File: src/rtl/cp_rf_write_arbiter.sv
// cp_rf_write_arbiter: shares the single CP register-file write port among the
// WB stage, the long-latency return path (buffered in a small FIFO) and the
// debug/host port. A starvation FSM requests a pipeline stall so the FIFO
// can drain when WB keeps winning.
module cp_rf_write_arbiter #(
  parameter int unsigned DATA_WIDTH   = 32,
  parameter int unsigned ADDR_WIDTH   = 5,
  parameter int unsigned FIFO_DEPTH   = 2,
  parameter int unsigned STARVE_LIMIT = 4
) (
  input  logic                          iClk,
  input  logic                          iReset_n,
  input  logic                          iWB_Write_Valid,
  input  logic [ADDR_WIDTH-1:0]         iWB_Write_Addr,
  input  logic [DATA_WIDTH-1:0]         iWB_Write_Data,
  input  logic                          iLR_Valid,
  output logic                          oLR_Ready,
  input  logic [ADDR_WIDTH-1:0]         iLR_Addr,
  input  logic [DATA_WIDTH-1:0]         iLR_Data,
  input  logic                          iDbg_Req,
  input  logic [ADDR_WIDTH-1:0]         iDbg_Addr,
  input  logic [DATA_WIDTH-1:0]         iDbg_Data,
  output logic                          oDbg_Ack,
  output logic                          oRF_Write_Enable,
  output logic [ADDR_WIDTH-1:0]         oRF_Write_Addr,
  output logic [DATA_WIDTH-1:0]         oRF_Write_Data,
  output logic                          oStall_Req,
  output logic [$clog2(FIFO_DEPTH):0]   oFIFO_Count
);

  localparam int unsigned PtrWidth    = $clog2(FIFO_DEPTH);
  localparam int unsigned CntWidth    = $clog2(FIFO_DEPTH) + 1;
  localparam int unsigned StarveWidth = $clog2(STARVE_LIMIT + 1);

  typedef enum logic [0:0] {StRun, StStall} stateT;

  logic [ADDR_WIDTH-1:0]  fifoAddr [FIFO_DEPTH];
  logic [DATA_WIDTH-1:0]  fifoData [FIFO_DEPTH];
  logic [PtrWidth-1:0]    wrPtrQ, rdPtrQ;
  logic [CntWidth-1:0]    countQ;
  logic [StarveWidth-1:0] starveCntQ;
  stateT                  stateQ;
  logic                   stallQ;

  logic fifoEmpty, fifoFull, push, pop;

  assign fifoEmpty = (countQ == '0);
  assign fifoFull  = (countQ == CntWidth'(FIFO_DEPTH));
  // Conservative ready: a full FIFO refuses even if a pop happens this cycle.
  assign oLR_Ready = iReset_n && !fifoFull;
  assign push      = iLR_Valid && oLR_Ready;

  // Fixed-priority grant: WB, then FIFO head, then debug. Address 0 is
  // consumed but never written.
  always_comb begin
    oRF_Write_Enable = 1'b0;
    oRF_Write_Addr   = '0;
    oRF_Write_Data   = '0;
    oDbg_Ack         = 1'b0;
    pop              = 1'b0;
    if (iReset_n) begin
      if (iWB_Write_Valid) begin
        oRF_Write_Addr   = iWB_Write_Addr;
        oRF_Write_Data   = iWB_Write_Data;
        oRF_Write_Enable = (iWB_Write_Addr != '0);
      end else if (!fifoEmpty) begin
        pop              = 1'b1;
        oRF_Write_Addr   = fifoAddr[rdPtrQ];
        oRF_Write_Data   = fifoData[rdPtrQ];
        oRF_Write_Enable = (fifoAddr[rdPtrQ] != '0);
      end else if (iDbg_Req) begin
        oDbg_Ack         = 1'b1;
        oRF_Write_Addr   = iDbg_Addr;
        oRF_Write_Data   = iDbg_Data;
        oRF_Write_Enable = (iDbg_Addr != '0);
      end
    end
  end

  // FIFO storage; contents are don't-care while the pointers say empty.
  always_ff @(posedge iClk) begin
    if (push) begin
      fifoAddr[wrPtrQ] <= iLR_Addr;
      fifoData[wrPtrQ] <= iLR_Data;
    end
  end

  // FIFO pointers and occupancy; power-of-two depth lets pointers wrap freely.
  always_ff @(posedge iClk or negedge iReset_n) begin
    if (!iReset_n) begin
      wrPtrQ <= '0;
      rdPtrQ <= '0;
      countQ <= '0;
    end else begin
      if (push) wrPtrQ <= wrPtrQ + PtrWidth'(1);
      if (pop)  rdPtrQ <= rdPtrQ + PtrWidth'(1);
      unique case ({push, pop})
        2'b10:   countQ <= countQ + CntWidth'(1);
        2'b01:   countQ <= countQ - CntWidth'(1);
        default: countQ <= countQ;
      endcase
    end
  end

  // Starvation FSM: count blocked cycles, request a stall until the FIFO drains.
  always_ff @(posedge iClk or negedge iReset_n) begin
    if (!iReset_n) begin
      stateQ     <= StRun;
      starveCntQ <= '0;
      stallQ     <= 1'b0;
    end else begin
      case (stateQ)
        StRun: begin
          if (!fifoEmpty && !pop) begin
            if (starveCntQ == StarveWidth'(STARVE_LIMIT - 1)) begin
              stateQ     <= StStall;
              stallQ     <= 1'b1;
              starveCntQ <= '0;
            end else begin
              starveCntQ <= starveCntQ + StarveWidth'(1);
            end
          end else begin
            starveCntQ <= '0;
          end
        end
        StStall: begin
          if (fifoEmpty) begin
            stateQ     <= StRun;
            stallQ     <= 1'b0;
            starveCntQ <= '0;
          end
        end
        default: begin
          stateQ     <= StRun;
          stallQ     <= 1'b0;
          starveCntQ <= '0;
        end
      endcase
    end
  end

  assign oStall_Req  = stallQ;
  assign oFIFO_Count = countQ;

endmodule

File: config.mk
export PLATFORM = sky130hd
export DESIGN_NAME = cp_rf_write_arbiter
export DESIGN_NICKNAME = d
export VERILOG_FILES = /design/src/rtl/cp_rf_write_arbiter.sv
export SDC_FILE = /design/constraint.sdc
export NUM_CORES = 1
export LEC_CHECK = 0
export CORE_MARGIN = 3
export CORE_UTILIZATION = 48
export CTS_CLUSTER_DIAMETER = 200
export DETAILED_ROUTE_END_ITERATION = 6
export PLACE_DENSITY = 0.95
export SKIP_LAST_GASP = 1
export SYNTH_ARGS = -nofsm -noshare
export SYNTH_HDL_FRONTEND = slang
export SYNTH_SLANG_ARGS = --single-unit
File: constraint.sdc
create_clock -name iClk -period 8.4 [get_ports iClk]
set_input_delay 1.68 -clock iClk [delete_from_list [all_inputs] [get_ports iClk]]
set_output_delay 1.68 -clock iClk [all_outputs]
set_load 0.03 [all_outputs]
==> flow_metrics.env, run 1 <==
export IMPL_fp_dieH_microns=100
export IMPL_relSlewSlack_pct=22.2
export IMPL_skew_ns=0.0131
export IMPL_nets=602
export IMPL_clk_path_buf_depth=2
export IMPL_die_area_sq_um=10100
export IMPL_max_clock_freq_ghz=0.167
export IMPL_grt_pass1_vias=3415
export IMPL_ys_seq_area_share_pct=57.3
export IMPL_netlist_area_leader_share_pct=52.1
export IMPL_grt_usage_pct=20.8
export IMPL_start_util_pct=50.7
export IMPL_multi_input_area_sq_um=1670
export IMPL_wirelength_microns=10500
export IMPL_grt_pass1_wl_microns=16300
export IMPL_cts_setup_buffers=0
export IMPL_fin_area_sq_um=6060
export IMPL_p_leak_nw=2.26
export IMPL_overflow=0
export IMPL_final_common_cell="clkdlybuf4s50_1"
export IMPL_grt_max_degree=77
export IMPL_htree_levels=3
export IMPL_worstRegToRegCells=4
export IMPL_dpl_hpwl_microns=7360
export IMPL_drt_wirelength_per_cell_microns=17.7
export IMPL_cts_resized=0
export IMPL_status="finished clean"
export IMPL_drc=0
export IMPL_drive_gt1_share_pct=10.6
export IMPL_syn_cell_area_sq_um=4270
export IMPL_port_buffers=158
export IMPL_regToRegEndpoint="fifoData[0][6]"
export IMPL_syn_to_final_growth_pct=42.0
export IMPL_slew_violations=0
export IMPL_layout_cells_most_common_list="157 x clkdlybuf4s50_1, 74 x edfxtp_1, 40 x nand2_1"
export IMPL_regArea_sq_um=2450
export IMPL_ys_ff_latch=83
export IMPL_clock_latency_ns=0.34
export IMPL_ant_nets=0
export IMPL_worst_setup_path_start_kind="primary input"
export IMPL_rsz0062_at_grt="no"
export IMPL_p_per_area_nw_per_um2=246
export IMPL_antenna_found_initial=0
export IMPL_dr_pass1_iters=4
export IMPL_drt_iter0_markers=164
export IMPL_cts_buffers_inserted=9
export IMPL_r2r_setup_slack_ns=6.10
export IMPL_totalNegativeSetupSlack_ns=0
export IMPL_syn_nets=459
export IMPL_synth_area_per_cell_sq_um=12.5
export IMPL_finalCritPeriodShare_pct=71.3
export IMPL_post_route_min_period_ns=5.99
export IMPL_n_fill_cell=573
export IMPL_diodes=0
export IMPL_coreArea_sq_um=8420
export IMPL_setup_violations=0
export IMPL_ios=159
export IMPL_gp_congestion=0.803
export IMPL_timing_final_hold_violations=0
export IMPL_ir_drop_mv=0.144
export IMPL_hold_end="starveCntQ[2]"
export IMPL_min_from="starveCntQ[2]"
export IMPL_hp_class="register to register"
export IMPL_whs_path_depth=1
export IMPL_viasPerCell=5.53
export IMPL_ys_top_cells_by_area="edfxtp_1 52%, mux2i_1 8.7%, a211o_1 7.4%"
export IMPL_postSynthCellCount=341
export IMPL_cts_tree="yes"
export IMPL_crit_fanout=31
export IMPL_synth_distinct_cells=32
export IMPL_dr_total_vias=3283
export IMPL_crit_start="iReset_n"
export IMPL_tightest_slew_ns=1.17
export IMPL_reg2reg_from="oFIFO_Count[0]"
export IMPL_crit_type="primary input to output pin"
export IMPL_cts_sinks=83
export IMPL_rows=33
export IMPL_cp_required_ns=6.72
export IMPL_holdBufCountCts=0
export IMPL_dpl_cell_area_sq_um=5860
export IMPL_clockRootBuffer="clkbuf_8"
export IMPL_path_clk_slew_ns=0.07
export IMPL_yosys_area_top_type="edfxtp_1"
export IMPL_cap_violations=0
export IMPL_crit_arrival_ns=4.31
export IMPL_critPathCaptureType="output pin"
export IMPL_die_x_microns=100
export IMPL_ys_warn_count=0
==> report_power, final <==
part / total, mW / internal (mW) / switching [mW]
Sequential: 0.598 / 0.519 / 0.0787
Clock: 0.282 / 0.145 / 0.136
Combinational: 0.609 / 0.291 / 0.318
==> synth_stat cells, drive strengths merged <==
cell     n
a211o   36
xnor2    3
o22ai    1
xor2     2
and2     1
mux2i   37
edfxtp  74
nand2b   3
nor4     1
dfrtp    9
o221a    1
or4      2
nor2     9
and3     3
ha       2
a31oi    1
nor2b    1
or2      1
clkbuf  15
nand3    1
a21oi   39
nand2   40
inv      1
buf     15
o41ai    1
o211a    1
a21boi  37
o21ai    3
nand4b   1
==> worst max-delay path, cell delays in order <==
cell and delay [ns]:
clkdlybuf4s50_1 1.16, buf_4 0.37, a21boi_0 0.34, clkdlybuf4s50_1 0.74
==> routing by layer <==
layer | up-vias | track usage (%) | wire (microns)
li1 | 1587 | - | -
met1 | 1568 | 24.7 | 4090
met2 | 119 | 38.4 | 5640
met3 | 9 | 3.34 | 657
met4 | 0 | 6.53 | 108
met5 | - | 0 | 0
==> state kept, by name (all words and copies together), names as in the netlist <==
| name | flops |
|---|---|
| fifoAddr | 10 |
| fifoData | 64 |
| oFIFO_Count | 2 |
| oStall_Req | 1 |
| rdPtrQ | 1 |
| starveCntQ | 3 |
| stateQ | 1 |
| wrPtrQ | 1 |
==> cell type report <==
type                    count  area share, %
flip-flops and latches     83           40.4
inverters                   1         0.0619
repair buffers            162           26.5
multi-input cells         227           27.5
clock inverters             6           1.07
well taps                 105           2.17
clock buffers              10           2.27
==> worst max path at each step <==
stage	to	slack (ns)	depth (start not counted)
floorplan	fifoAddr[0][0]	3.61	3
global placement	oLR_Ready	2.50	4
detailed placement	oLR_Ready	2.36	4
CTS	oLR_Ready	2.36	4
global route	oLR_Ready	2.22	4
finish	oLR_Ready	2.41	4
==> cell families after synthesis <==
logic type	share of synthesized area [%]
AOI/OAI and AO/OA	22.1
xor gates and xnor gates	1.03
adders and majority gates	0.586
buffers and inverters	3.81
DFF	57.3
muxes	8.68
and+or+nand+nor	6.45
==> stage by stage <==
| step | utilization (%) | worst slack, ns | power [mW] | std cells | hold slack [ns] |
|---|---|---|---|---|---|
| 4_1_cts | 71.9 | 2.36 | 1.50 | 594 | 0.515 |
| 6_report | 71.9 | 2.41 | 1.49 | 594 | 0.510 |
| 3_3_place_gp | 69.5 | 2.50 | 1.20 | 578 | 0.483 |
| 2_1_floorplan | - | 3.61 | 1.02 | 341 | 0.461 |
| 3_5_place_dp | 69.5 | 2.36 | 1.22 | 578 | 0.497 |
| 5_1_grt | 71.9 | 2.22 | 1.57 | 594 | 0.545 |
No activity file was read; power rests on OpenSTA's default activity.
==> run 2, diff against run 1 <==
Settings changed: CORE_UTILIZATION 48 to 45, PLACE_DENSITY 0.95 to 0.9.
Clock period 8.4 ns to 6.1 ns, I/O delays scaled along.
==> flow_metrics.env, run 2 (same netlist as run 1, synthesis figures left out) <==
export IMPL_clkPwrFrac_pct=19.9
export IMPL_dr_total_vias=3274
export IMPL_htree_levels=3
export IMPL_status="finished clean"
export IMPL_hp_class="register to register"
export IMPL_totalNegativeSetupSlack_ns=0
export IMPL_max_stage_delay_ns=0.97
export IMPL_post_route_min_period_ns=4.73
export IMPL_regArea_sq_um=2450
export IMPL_slew_violations=0
export IMPL_cpMostUsedCell="clkdlybuf4s50_1"
export IMPL_largest_register_ffs=64
export IMPL_worst_setup_path_start_kind="primary input"
export IMPL_final_common_cell="clkdlybuf4s50_1"
export IMPL_grt_usage_pct=19.5
export IMPL_syn_to_final_growth_pct=42.7
export IMPL_cts_buffers_inserted=9
export IMPL_critical_path_slowest_cell="clkdlybuf4s50_1"
export IMPL_grt_pass1_wl_microns=16200
export IMPL_tightest_slew_ns=1.15
export IMPL_whs_ns=0.537
export IMPL_multi_input_area_sq_um=1670
export IMPL_switching_share_pct=34.9
export IMPL_finalCritPeriodShare_pct=77.6
export IMPL_cts_resized=0
export IMPL_critPathCaptureType="output pin"
export IMPL_relSlewSlack_pct=23.4
export IMPL_rows=34
export IMPL_fp_dieH_microns=103
export IMPL_cap_violations=0
export IMPL_setup_violations=0
export IMPL_antenna_found_initial=1
export IMPL_max_clock_freq_ghz=0.211
export IMPL_drive_gt1_share_pct=10.2
export IMPL_timing_final_hold_violations=0
export IMPL_clock_latency_ns=0.33
export IMPL_die_area_sq_um=10700
export IMPL_p_per_area_nw_per_um2=340
export IMPL_path_clk_slew_ns=0.07
export IMPL_crit_chain="clkdlybuf4s50_1, buf_4, a21boi_0, clkdlybuf4s50_1"
export IMPL_cts_sinks=83
export IMPL_crit_type="primary input to output pin"
export IMPL_grt_max_degree=59
export IMPL_p_leak_nw=2.26
export IMPL_cp_num_buf_inv=3
export IMPL_grt_pass1_vias=3401
export IMPL_gp_congestion=0.772
export IMPL_combPwrFrac_pct=40.4
export IMPL_skew_ns=0.00895
export IMPL_cts_setup_buffers=0
export IMPL_ir_drop_mv=0.206
export IMPL_clockRootBuffer="clkbuf_8"
export IMPL_regMostFlops="fifoData"
export IMPL_crit_fanout=27
export IMPL_nets=602
export IMPL_cp_required_ns=4.88
export IMPL_p_int_mw=1.35
export IMPL_top_regs="fifoData x64, fifoAddr x10, starveCntQ x3"
export IMPL_pre_cts_ws_ns=1.32
export IMPL_viasPerCell=5.32
export IMPL_drt_iter0_markers=134
export IMPL_ant_nets=0
export IMPL_diodes=0
export IMPL_overflow=0
export IMPL_p_seq_share_pct=39.7
export IMPL_cts_tree="yes"
export IMPL_holdBufCountCts=0
export IMPL_layout_cells_most_common_list="157 x clkdlybuf4s50_1, 74 x edfxtp_1, 40 x nand2_1"
export IMPL_port_buffers=158
export IMPL_start_util_pct=47.5
export IMPL_drc=0
export IMPL_switchingPower_mw=0.724
export IMPL_wirelength_microns=10400
export IMPL_finalPower_mw=2.07
export IMPL_die_x_microns=103
export IMPL_coreArea_sq_um=8980
export IMPL_path_delay_family="buffers and inverters"
export IMPL_setup_ws_ns=1.37
export IMPL_drt_wirelength_per_cell_microns=16.9
export IMPL_dr_pass1_iters=4
export IMPL_clk_path_buf_depth=2
export IMPL_crit_arrival_ns=3.51
export IMPL_n_fill_cell=655
export IMPL_rsz0062_at_grt="no"
export IMPL_ios=159
export IMPL_dpl_hpwl_microns=7280
[run 2: cell types whose count changed in the layout (fill, tap and decap cells not counted), sizes merged]
cell / before / now
clkbuf: 10 / 11
bufinv: 1 / 2
clkinv: 4 / 2
[run 2: layout make-up]
| type | instances | share of cell area, % |
|---|---|---|
| Clock buffer | 11 | 2.16 |
| Tap cell | 126 | 2.59 |
| Clock inverter | 5 | 1.27 |
| Timing Repair Buffer | 162 | 26.4 |
| Sequential cell | 83 | 40.2 |
| Multi-Input combinational cell | 227 | 27.4 |
| Inverter | 1 | 0.0616 |
[run 2: through the flow]
stage	utilization, %	cell area [sq um]	instances
after floorplan	-	4270	341
after global placement	65.5	5880	599
after detailed placement	65.5	5880	599
after CTS	67.9	6090	615
after global routing	67.9	6090	615
final	67.9	6090	615
[run 2: final timing paths]
kind / from / to / slack, ns / cells past startpoint
min in group asynchronous: iReset_n / wrPtrQ / 1.33 / 1
max in group asynchronous: iReset_n / rdPtrQ / 4.02 / 2
min reg2reg: starveCntQ[2] / starveCntQ[2] / 0.54 / 1
min: starveCntQ[2] / starveCntQ[2] / 0.54 / 1
max reg2reg: oFIFO_Count[0] / fifoData[0][13] / 3.81 / 4
max: iReset_n / oRF_Write_Data[0] / 1.37 / 4
[run 2: worst reg2reg max path, delay by kind of cell, from the launching register on]
kind                   cells  cell delay, ns
and+or+nand+nor            2            1.08
buffers and inverters      1            0.06
AOI/OAI and AO/OA          1            0.29
DFF                        1            0.46
[run 2: layer usage]
layer / up-vias / GRT usage (%) / routed length [microns] / share of wire [%]
met5: - / 0 / 8 / 0.077
met3: 18 / 3.29 / 618 / 6.0
met2: 111 / 36.4 / 5560 / 54
li1: 1584 / - / - / -
met4: 2 / 7.57 / 211 / 2.0
met1: 1559 / 22.1 / 3980 / 38
[run 2: power by group through the flow]
stage | clock network (mW) | registers, mW | logic [mW]
floorplan | 0 | 0.777 | 0.632
global placement | 0 | 0.830 | 0.818
detailed placement | 0 | 0.837 | 0.838
CTS | 0.422 | 0.825 | 0.843
global route | 0.447 | 0.838 | 0.904
finish | 0.412 | 0.822 | 0.838
